### config.mk
export PLATFORM = sky130hd
export DESIGN_NAME = multicycle_controller
export DESIGN_NICKNAME = d
export VERILOG_FILES = /design/src/rtl/multicycle_pkg.sv /design/src/rtl/multicycle_controller_op_decoder.sv /design/src/rtl/multicycle_controller.sv
export SDC_FILE = /design/constraint.sdc
export NUM_CORES = 1
export LEC_CHECK = 0
export BUFFER_PORTS_ARGS = -buffer_cell sky130_fd_sc_hd__buf_4
export CORE_MARGIN = 1.5
export CORE_UTILIZATION = 40
export DETAILED_ROUTE_END_ITERATION = 10
export SYNTH_ARGS = -nofsm -noshare
export SYNTH_HDL_FRONTEND = slang
export SYNTH_SLANG_ARGS = --single-unit
### constraint.sdc
create_clock -name clk -period 6.7 [get_ports clk]
set_clock_uncertainty 0.1 [all_clocks]
set_input_delay 1.34 -clock clk [delete_from_list [all_inputs] [get_ports clk]]
set_output_delay 1.34 -clock clk [all_outputs]
set_load 0.02 [all_outputs]
### src/rtl/multicycle_pkg.sv
// Shared types and encodings for the multicycle LEGv8 controller.
package multicycle_pkg;

  typedef enum logic [2:0] {
    StIdle,
    StFetch,
    StDecode,
    StExec,
    StMem,
    StWb,
    StHalt
  } state_e;

  localparam logic [10:0] OpLdur = 11'b11111000010;
  localparam logic [10:0] OpStur = 11'b11111000000;
  localparam logic [10:0] OpAdd  = 11'b10001011000;
  localparam logic [10:0] OpSub  = 11'b11001011000;
  localparam logic [10:0] OpAnd  = 11'b10001010000;
  localparam logic [10:0] OpOrr  = 11'b10101010000;
  // CBZ matches on the upper eight bits only
  localparam logic [7:0]  OpCbzPrefix = 8'b10110100;

  localparam logic [3:0] AluAnd   = 4'b0000;
  localparam logic [3:0] AluOrr   = 4'b0001;
  localparam logic [3:0] AluAdd   = 4'b0010;
  localparam logic [3:0] AluSub   = 4'b0110;
  localparam logic [3:0] AluPassB = 4'b0111;

  localparam logic [1:0] ErrNone      = 2'b00;
  localparam logic [1:0] ErrIllegal   = 2'b01;
  localparam logic [1:0] ErrImTimeout = 2'b10;
  localparam logic [1:0] ErrDmTimeout = 2'b11;

endpackage

### src/rtl/multicycle_controller_op_decoder.sv
// Combinational classification of the latched opcode and its ALU operation.
module op_decoder
  import multicycle_pkg::*;
(
  input  logic [10:0] op_i,
  output logic        legal_o,
  output logic        is_load_o,
  output logic        is_store_o,
  output logic        is_cbz_o,
  output logic        is_rtype_o,
  output logic [3:0]  alu_ctl_o
);

  always_comb begin
    is_load_o  = (op_i == OpLdur);
    is_store_o = (op_i == OpStur);
    is_cbz_o   = (op_i[10:3] == OpCbzPrefix);
    is_rtype_o = (op_i == OpAdd) || (op_i == OpSub) || (op_i == OpAnd) || (op_i == OpOrr);
    legal_o    = is_load_o | is_store_o | is_cbz_o | is_rtype_o;

    alu_ctl_o = AluAdd;
    if (is_cbz_o) begin
      alu_ctl_o = AluPassB;
    end else begin
      case (op_i)
        OpSub:   alu_ctl_o = AluSub;
        OpAnd:   alu_ctl_o = AluAnd;
        OpOrr:   alu_ctl_o = AluOrr;
        default: alu_ctl_o = AluAdd;
      endcase
    end
  end

endmodule

### src/rtl/multicycle_controller.sv
// Multicycle LEGv8 control FSM with req/ready memory handshakes and wait timeouts.
// Define MULTICYCLE_PERF_CNT_EN to add the cycle_cnt/retired_cnt performance counters.
module multicycle_controller
  import multicycle_pkg::*;
#(
  parameter int unsigned TIMEOUT = 16
`ifdef MULTICYCLE_PERF_CNT_EN
  ,
  parameter int unsigned CNT_W   = 32
`endif
) (
  input  logic        clk,
  input  logic        reset,
  input  logic [10:0] opcode,
  input  logic        zero,
  input  logic        im_ready,
  input  logic        dm_ready,
  output logic        im_req,
  output logic        irWrite,
  output logic        pcWrite,
  output logic        PCSrc,
  output logic        reg2loc,
  output logic        AluSrc,
  output logic [3:0]  AluControl,
  output logic        Branch,
  output logic        memRead,
  output logic        memWrite,
  output logic        regWrite,
  output logic        memtoReg,
  output logic        halted,
  output logic [1:0]  err_code
`ifdef MULTICYCLE_PERF_CNT_EN
  ,
  output logic [CNT_W-1:0] cycle_cnt,
  output logic [CNT_W-1:0] retired_cnt
`endif
);

  localparam int unsigned WaitW = (TIMEOUT > 1) ? $clog2(TIMEOUT) : 1;
  localparam logic [WaitW-1:0] LastWait = WaitW'(TIMEOUT - 1);

  state_e           state_q;
  logic [10:0]      op_q;
  logic [WaitW-1:0] wait_q;
  logic [1:0]       err_q;

  logic       legal;
  logic       is_load;
  logic       is_store;
  logic       is_cbz;
  logic       is_rtype;
  logic [3:0] alu_ctl;

  op_decoder u_op_decoder (
    .op_i       (op_q),
    .legal_o    (legal),
    .is_load_o  (is_load),
    .is_store_o (is_store),
    .is_cbz_o   (is_cbz),
    .is_rtype_o (is_rtype),
    .alu_ctl_o  (alu_ctl)
  );

  // wait_q is zero on every entry to FETCH/MEM because all exits clear it
  always_ff @(posedge clk or negedge reset) begin
    if (!reset) begin
      state_q <= StIdle;
      op_q    <= '0;
      wait_q  <= '0;
      err_q   <= ErrNone;
    end else begin
      case (state_q)
        StIdle: begin
          state_q <= StFetch;
        end
        StFetch: begin
          if (im_ready) begin
            op_q    <= opcode;
            wait_q  <= '0;
            state_q <= StDecode;
          end else if (wait_q == LastWait) begin
            wait_q  <= '0;
            err_q   <= ErrImTimeout;
            state_q <= StHalt;
          end else begin
            wait_q <= wait_q + WaitW'(1);
          end
        end
        StDecode: begin
          if (!legal) begin
            err_q   <= ErrIllegal;
            state_q <= StHalt;
          end else begin
            state_q <= StExec;
          end
        end
        StExec: begin
          wait_q <= '0;
          if (is_cbz) begin
            state_q <= StFetch;
          end else if (is_rtype) begin
            state_q <= StWb;
          end else begin
            state_q <= StMem;
          end
        end
        StMem: begin
          if (dm_ready) begin
            wait_q  <= '0;
            state_q <= is_load ? StWb : StFetch;
          end else if (wait_q == LastWait) begin
            wait_q  <= '0;
            err_q   <= ErrDmTimeout;
            state_q <= StHalt;
          end else begin
            wait_q <= wait_q + WaitW'(1);
          end
        end
        StWb: begin
          state_q <= StFetch;
        end
        StHalt: begin
          state_q <= StHalt;
        end
        default: begin
          state_q <= StHalt;
        end
      endcase
    end
  end

  // Decoded from state_q/op_q; handshake strobes are qualified by ready in the same cycle
  always_comb begin
    im_req     = 1'b0;
    irWrite    = 1'b0;
    pcWrite    = 1'b0;
    PCSrc      = 1'b0;
    reg2loc    = 1'b0;
    AluSrc     = 1'b0;
    AluControl = 4'b0000;
    Branch     = 1'b0;
    memRead    = 1'b0;
    memWrite   = 1'b0;
    regWrite   = 1'b0;
    memtoReg   = 1'b0;
    halted     = (state_q == StHalt);
    err_code   = err_q;
    case (state_q)
      StFetch: begin
        im_req  = 1'b1;
        irWrite = im_ready;
      end
      StDecode: begin
        reg2loc = is_store | is_cbz;
      end
      StExec: begin
        reg2loc    = is_store | is_cbz;
        AluSrc     = is_load | is_store;
        AluControl = alu_ctl;
        if (is_cbz) begin
          Branch  = 1'b1;
          pcWrite = 1'b1;
          PCSrc   = zero;
        end
      end
      StMem: begin
        reg2loc    = is_store;
        AluSrc     = 1'b1;
        AluControl = alu_ctl;
        memRead    = is_load;
        memWrite   = is_store;
        pcWrite    = is_store & dm_ready;
      end
      StWb: begin
        regWrite = 1'b1;
        memtoReg = is_load;
        pcWrite  = 1'b1;
      end
      default: ;
    endcase
  end

`ifdef MULTICYCLE_PERF_CNT_EN
  logic [CNT_W-1:0] cycle_q;
  logic [CNT_W-1:0] retired_q;

  always_ff @(posedge clk or negedge reset) begin
    if (!reset) begin
      cycle_q   <= '0;
      retired_q <= '0;
    end else begin
      if (state_q != StIdle && state_q != StHalt) begin
        cycle_q <= cycle_q + CNT_W'(1);
      end
      if (pcWrite) begin
        retired_q <= retired_q + CNT_W'(1);
      end
    end
  end

  assign cycle_cnt   = cycle_q;
  assign retired_cnt = retired_q;
`endif

endmodule
==> results of run 1 <==
[layer usage]
metal / part of all wire, % / GRT usage (%) / vias to the layer above
met5: 0 / 0 / -
met4: 0.76 / 4.44 / 0
met3: 4.8 / 3.25 / 2
met2: 51 / 28.9 / 27
met1: 43 / 22.4 / 553
li1: - / - / 558
[layout make-up]
| type | count | share of cell area [%] |
|---|---|---|
| clock buffers | 3 | 1.47 |
| inverters | 6 | 1.47 |
| multi-input cells | 102 | 45.2 |
| flip-flops and latches | 20 | 32.6 |
| well taps | 44 | 3.59 |
| repair buffers | 32 | 15.7 |
[report_power, final]
part           switching [uW]  total (uW)  internal [uW]
Clock                    35.3        56.2           20.9
Sequential               73.6         244            170
Combinational             125         252            127
Total                     234         552            318
[worst max-delay path, cell delays in order (launching register included)]
cell	delay, ns
dfrtp_1	0.40
or4b_4	0.56
or4_1	0.55
o41ai_1	0.41
buf_4	0.21
[cell usage after synthesis (all sizes together), types with 2 or more instances]
cell type / count
nand4b: 2
or3b: 4
o21ai: 9
nor3: 3
nor2b: 4
nand2: 7
a21o: 2
buf: 3
nand3: 7
clkbuf: 7
nor2: 10
nand2b: 2
inv: 6
a21oi: 7
or3: 2
o31ai: 2
dfrtp: 20
mux2: 10
nor3b: 3
[worst max-delay path by stage]
stage,from,endpoint,cells after the start
after global routing,op_q[5],pcWrite,4
after global placement,im_ready,irWrite,3
after detailed placement,im_ready,irWrite,3
final,op_q[5],pcWrite,4
after CTS,op_q[5],pcWrite,4
after floorplan,op_q[5],pcWrite,4
[cell families after synthesis]
group	Yosys count
compound gates	37
fa+ha+maj	1
buf+inv	17
flops	20
mux	10
other cells	1
simple gates	53
[stage by stage]
step | power, uW | std cells | worst slack (ns)
global route | 605 | 207 | 2.68
finish | 552 | 207 | 2.85
floorplan | 448 | 139 | 3.02
global placement | 495 | 204 | 3.07
CTS | 558 | 207 | 2.81
detailed placement | 502 | 204 | 3.06
[state kept, by name, summed over array words and instances (netlist names)]
register and cells:
op_q 11, wait_q 4, state_q 3, err_code 2
==> impl_metrics.py, run 1 <==
metrics = {
    "outcome": {
        "status": "finished, final reports clean",
    },
    "critical_path": {
        "critical_path_class": "flop to output pin",
        "worst_r2r_endpoint": "op_q[0]",
        "cp-start-kind": "flop",
        "r2r_cells": 3,
        "arrival_ns": 2.41,
        "r2r_setup_slack_ns": 4.33,
        "worstPathRequired_ns": 5.26,
        "end_kind": "output pin",
        "reg2reg_from": "state_q[0]",
        "cp_max_fo": 7,
    },
    "logic_synthesis": {
        "syn_area_um2": 1290,
        "synth_top_family_by_area": "simple AND/OR/NAND/NOR gates",
        "synth.distinct_cells": 51,
        "synthMuxAreaShare_pct": 8.71,
        "ys_top_cells_by_area": "dfrtp_1 39%, mux2_2 8.7%, o21ai_0 3.1%, nor2_1 2.9%, a21oi_1 2.7%",
        "synth_seq_area_share_pct": 38.7,
        "synth_top_area_share_pct": 38.7,
        "synthXorXnorAreaFrac_pct": 0,
        "syn_inst": 139,
        "synth_warnings": 0,
        "synth_simple_gate_area_share_pct": 24.2,
        "yosys.area_share.adder_pct": 0.968,
        "synth_ff_type": "dfrtp_1",
        "synth_area_per_cell_um2": 9.30,
        "ys_seq_elements": 20,
        "synth_nets": 156,
        "synth_compound_area_share_pct": 19.5,
        "ys_async_sr_fraction_pct": 100,
        "synth-edff-count": 0,
        "yosysTopAreaCell": "dfrtp_1",
    },
    "timing": {
        "rsz0062_at_grt": "false",
        "setup_violations": 0,
        "finalHoldViolCount": 0,
        "drv_slew": 0,
        "setup_tns_ns": 0,
        "fin_crit_sh_pct": 57.5,
        "min_period_ns": 3.85,
        "slew_headroom_pct": 61.9,
        "tightest_slew_ns": 0.572,
        "max_freq_ghz": 0.260,
        "hold_ws_ns": 0.426,
    },
    "global_routing": {
        "grt_start_max_net_pins": 21,
        "grt_pass1_wl_mm": 4.74,
        "antenna_found_initial": 0,
        "gr-total-overflow": 0,
        "first_global_vias": 1082,
        "track_usage_pct": 17.1,
    },
    "routing": {
        "vias": 1140,
        "ant_nets": 0,
        "avgRoutedWirePerCell_um": 13.4,
        "wirelength_mm": 2.77,
        "detail_route.first_pass.iterations": 4,
        "viasPerCell": 5.51,
        "drcViolationCount": 0,
        "drt_iter0_drc": 26,
    },
    "cts": {
        "holdBufCountCts": 0,
        "h-tree-depth": 1,
        "root_buffer": "clkbuf_4",
        "clockBufferDepth": 2,
        "clock_sinks": 20,
        "postCtsResizedCells": 0,
        "clk_latency_ns": 0.30,
        "postCtsSetupBuffers": 0,
        "cts_inserted_buffers": 3,
        "path_clk_slew_ns": 0.12,
        "cts_tree": "yes",
    },
    "final_layout": {
        "num-fill-cells": 317,
        "nets": 182,
        "post-route-cell-area_um2": 1530,
        "final_common_cell": "buf_4",
        "mostFrequentLayoutCells": "32 x buf_4, 20 x dfrtp_1, 10 x nor2_1, 10 x mux2_2, 8 x o21ai_0",
        "area_delta_synth_final_pct": 18.7,
        "drive_gt1_share_pct": 30.1,
        "regArea_um2": 500,
        "multi_input_area_um2": 693,
        "fin_util_pct": 50.2,
        "diodes": 0,
    },
    "min_path": {
        "hold_path_end": "wait_q[3]",
        "min_path_type": "flop to flop",
        "whs_path_depth": 1,
        "hold_start": "wait_q[3]",
    },
    "power": {
        "ir_worst_vdd_v": 0.000173,
        "p_leak_uw": 0.000672,
        "p_per_area_nw_per_um2": 360,
    },
    "run": {
        "maxCapViolations": 0,
    },
    "floorplanning": {
        "die_x_um": 59.8,
        "ios": 34,
        "initial_core_util_pct": 42.3,
        "core-area_um2": 3050,
        "std_cell_rows": 20,
        "die_h_um": 59.8,
        "dieArea_um2": 3580,
    },
    "placed_design": {
        "gp_congestion": 0.743,
        "place_area_um2": 1510,
        "portBuffers": 32,
        "dp_hpwl_mm": 2.11,
    },
}
Power figures use the tool's default switching activity.
==> run 2, diff against run 1 <==
ABC_AREA = 1   (was unset)
PLACE_DENSITY = 0.66   (was unset)
clock period = 3.2 ns   (was 6.7 ns; I/O delays follow)
==> impl_metrics.py, run 2 <==
metrics = {
    "outcome": {
        "status": "complete, but fails checks",
        "violations": "design-rule violations",
    },
    "power": {
        "p_leak_uw": 0.000821,
        "power.switching_uw": 92.1,
        "power_switching_share_pct": 21.6,
        "ir_worst_vdd_v": 0.000220,
        "clkPwrFrac_pct": 35.3,
        "p_per_area_nw_per_um2": 277,
        "power.internal_uw": 334,
        "p_comb_share_pct": 5.4,
        "power_frac_seq_pct": 59.2,
    },
    "timing": {
        "finalHoldViolCount": 0,
        "min_period_ns": 2.63,
        "fin_crit_sh_pct": 82.1,
        "drv_slew": 0,
        "setup_tns_ns": 0,
        "max_freq_ghz": 0.380,
        "rsz0062_at_grt": "false",
        "setup_violations": 0,
    },
    "logic_synthesis": {
        "synth.most_common_cell": "nand2_1",
        "synth_top_area_share_pct": 40.4,
        "ys_async_sr_fraction_pct": 100,
        "syn_inst": 178,
        "synth-edff-count": 0,
        "syn_area_um2": 1240,
        "ys_seq_elements": 20,
        "synth_ff_type": "dfrtp_1",
        "synth.distinct_cells": 25,
        "yosysTopAreaCell": "dfrtp_1",
        "synth_seq_area_share_pct": 40.4,
        "synth_area_per_cell_um2": 6.95,
        "synth_commonest_cells": "47 x nand2_1, 25 x inv_1, 20 x dfrtp_1",
        "ys_top_cells_by_area": "dfrtp_1 40%, nand2_1 14%, inv_1 7.6%, nand3_1 6.1%, nor2_1 5.8%",
        "synth_warnings": 0,
        "synth_nets": 195,
    },
    "final_layout": {
        "diodes": 0,
        "largest_register_ffs": 11,
        "area_delta_synth_final_pct": 24.3,
        "drive_gt1_share_pct": 24.2,
        "largest-register": "op_q",
        "mostFrequentLayoutCells": "47 x nand2_1, 32 x buf_4, 25 x inv_1",
        "stdcell_count": 244,
        "reg_top3": "op_q x11, wait_q x4, state_q x3",
        "final_common_cell": "nand2_1",
        "nets": 229,
    },
    "placed_design": {
        "portBuffers": 32,
        "dp_cells": 240,
        "dp_hpwl_mm": 2.36,
        "gp_congestion": 0.844,
    },
    "floorplanning": {
        "initial_core_util_pct": 41.2,
        "core-area_um2": 3000,
        "ios": 34,
        "std_cell_rows": 20,
        "die_x_um": 58.6,
        "dieArea_um2": 3440,
        "die_h_um": 58.6,
    },
    "cts": {
        "root_buffer": "clkbuf_4",
        "cts_inserted_buffers": 3,
        "h-tree-depth": 1,
        "postCtsSetupBuffers": 0,
        "clk_latency_ns": 0.31,
        "cts_tree": "yes",
        "postCtsResizedCells": 0,
        "holdBufCountCts": 0,
        "clockBufferDepth": 2,
        "clock_sinks": 20,
        "path_clk_slew_ns": 0.12,
    },
    "global_routing": {
        "grt_pass1_wl_mm": 5.15,
        "gr-total-overflow": 0,
        "antenna_found_initial": 0,
        "first_global_vias": 1170,
        "track_usage_pct": 19.3,
        "grt_start_max_net_pins": 21,
    },
    "critical_path": {
        "r2r_cells": 9,
        "arrival_ns": 1.89,
        "critical_path_class": "flop to output pin",
        "crit_path_start": "state_q[1]",
        "slowest_stage": "dfrtp_1",
        "cp-start-kind": "flop",
        "crit_family": "flip-flops",
        "r2r_setup_slack_ns": 1.50,
        "end_kind": "output pin",
        "critPathBufInv": 3,
        "worstPathRequired_ns": 2.46,
        "cp_common_cell": "inv_2",
        "worst_r2r_endpoint": "err_code[0]",
        "reg2reg_from": "state_q[1]",
        "cpPeakStageDelay_ns": 0.51,
        "crit_chain": "inv_2, nor2_2, nand2_1, nand2_2, inv_2, a211oi_1, buf_4",
        "cp_max_fo": 5,
    },
    "routing": {
        "drt_iter0_drc": 69,
        "viasPerCell": 5.07,
        "drcViolationCount": 1,
        "avgRoutedWirePerCell_um": 12.0,
        "detail_route.first_pass.iterations": 7,
        "wirelength_mm": 2.93,
        "vias": 1236,
        "ant_nets": 0,
    },
    "run": {
        "maxCapViolations": 0,
    },
    "min_path": {
        "min_path_type": "primary input to asynchronous set/reset pin",
    },
}
[run 2: cell types whose count changed in the layout (fill, tap and decap cells not counted), sizes merged, moves of 3 or more]
cell	change
nand2	+45
inv	+24
nor2	+12
mux2	-10
nand3	+9
o21ai	+6
nor2b	-4
or3b	-4
nor3b	-3
[run 2: cells by family (layout without fill, tap and decap cells)]
group | count (synthesis) | count (layout) | synth area share (%)
simple gates | 98 | 98 | 36.5
buf+inv | 33 | 66 | 10.5
compound gates | 25 | 25 | 11.2
fa+ha+maj | 1 | 1 | 1.01
other cells | 1 | 1 | 0.303
flops | 20 | 20 | 40.4
[run 2: worst max-delay path by stage]
| stage | endpoint | slack (ns) | cells past startpoint |
|---|---|---|---|
| final | AluControl[2] | 0.57 | 7 |
| after global placement | AluControl[2] | 0.97 | 7 |
| after detailed placement | AluControl[2] | 0.97 | 7 |
| after global routing | AluControl[2] | 0.45 | 7 |
| after CTS | AluControl[2] | 0.60 | 7 |
| after floorplan | PCSrc | 0.97 | 5 |
[run 2: power by group through the flow]
stage	combinational (uW)	sequential (uW)	clock, uW
final	23.1	253	151
after global routing	25.9	253	172
after CTS	23.6	253	155
after detailed placement	23.5	258	0
after global placement	23.3	258	0
after floorplan	4.01	258	0
[run 2: area by class of cell]
type                            count  area (um^2)
Fill cell                         321         1470
Clock buffer                        4         36.3
Timing Repair Buffer               32          240
Tap cell                           33         41.3
Sequential cell                    20          500
Multi-Input combinational cell    125          607
Inverter                           30          113
[run 2: layer usage]
layer	vias to the layer above	wire (um)	GRT usage (%)	share of wire, %
met3	4	195	2.86	6.6
met5	-	0	0	0
li1	630	-	-	-
met1	556	1340	26.8	46
met4	0	21	3.90	0.72
met2	46	1370	32.3	47
[run 2: metrics by stage]
stage	setup slack [ns]	cell area [um^2]	hold WS [ns]	util [%]	total power, uW
6_report	0.571	1540	0.0888	51.2	426
5_1_grt	0.452	1540	0.0823	51.2	451
3_3_place_gp	0.967	1500	0.359	50.0	281
4_1_cts	0.598	1540	0.0957	51.2	431
3_5_place_dp	0.968	1500	0.359	50.0	281
2_1_floorplan	0.974	1240	0.244	-	262
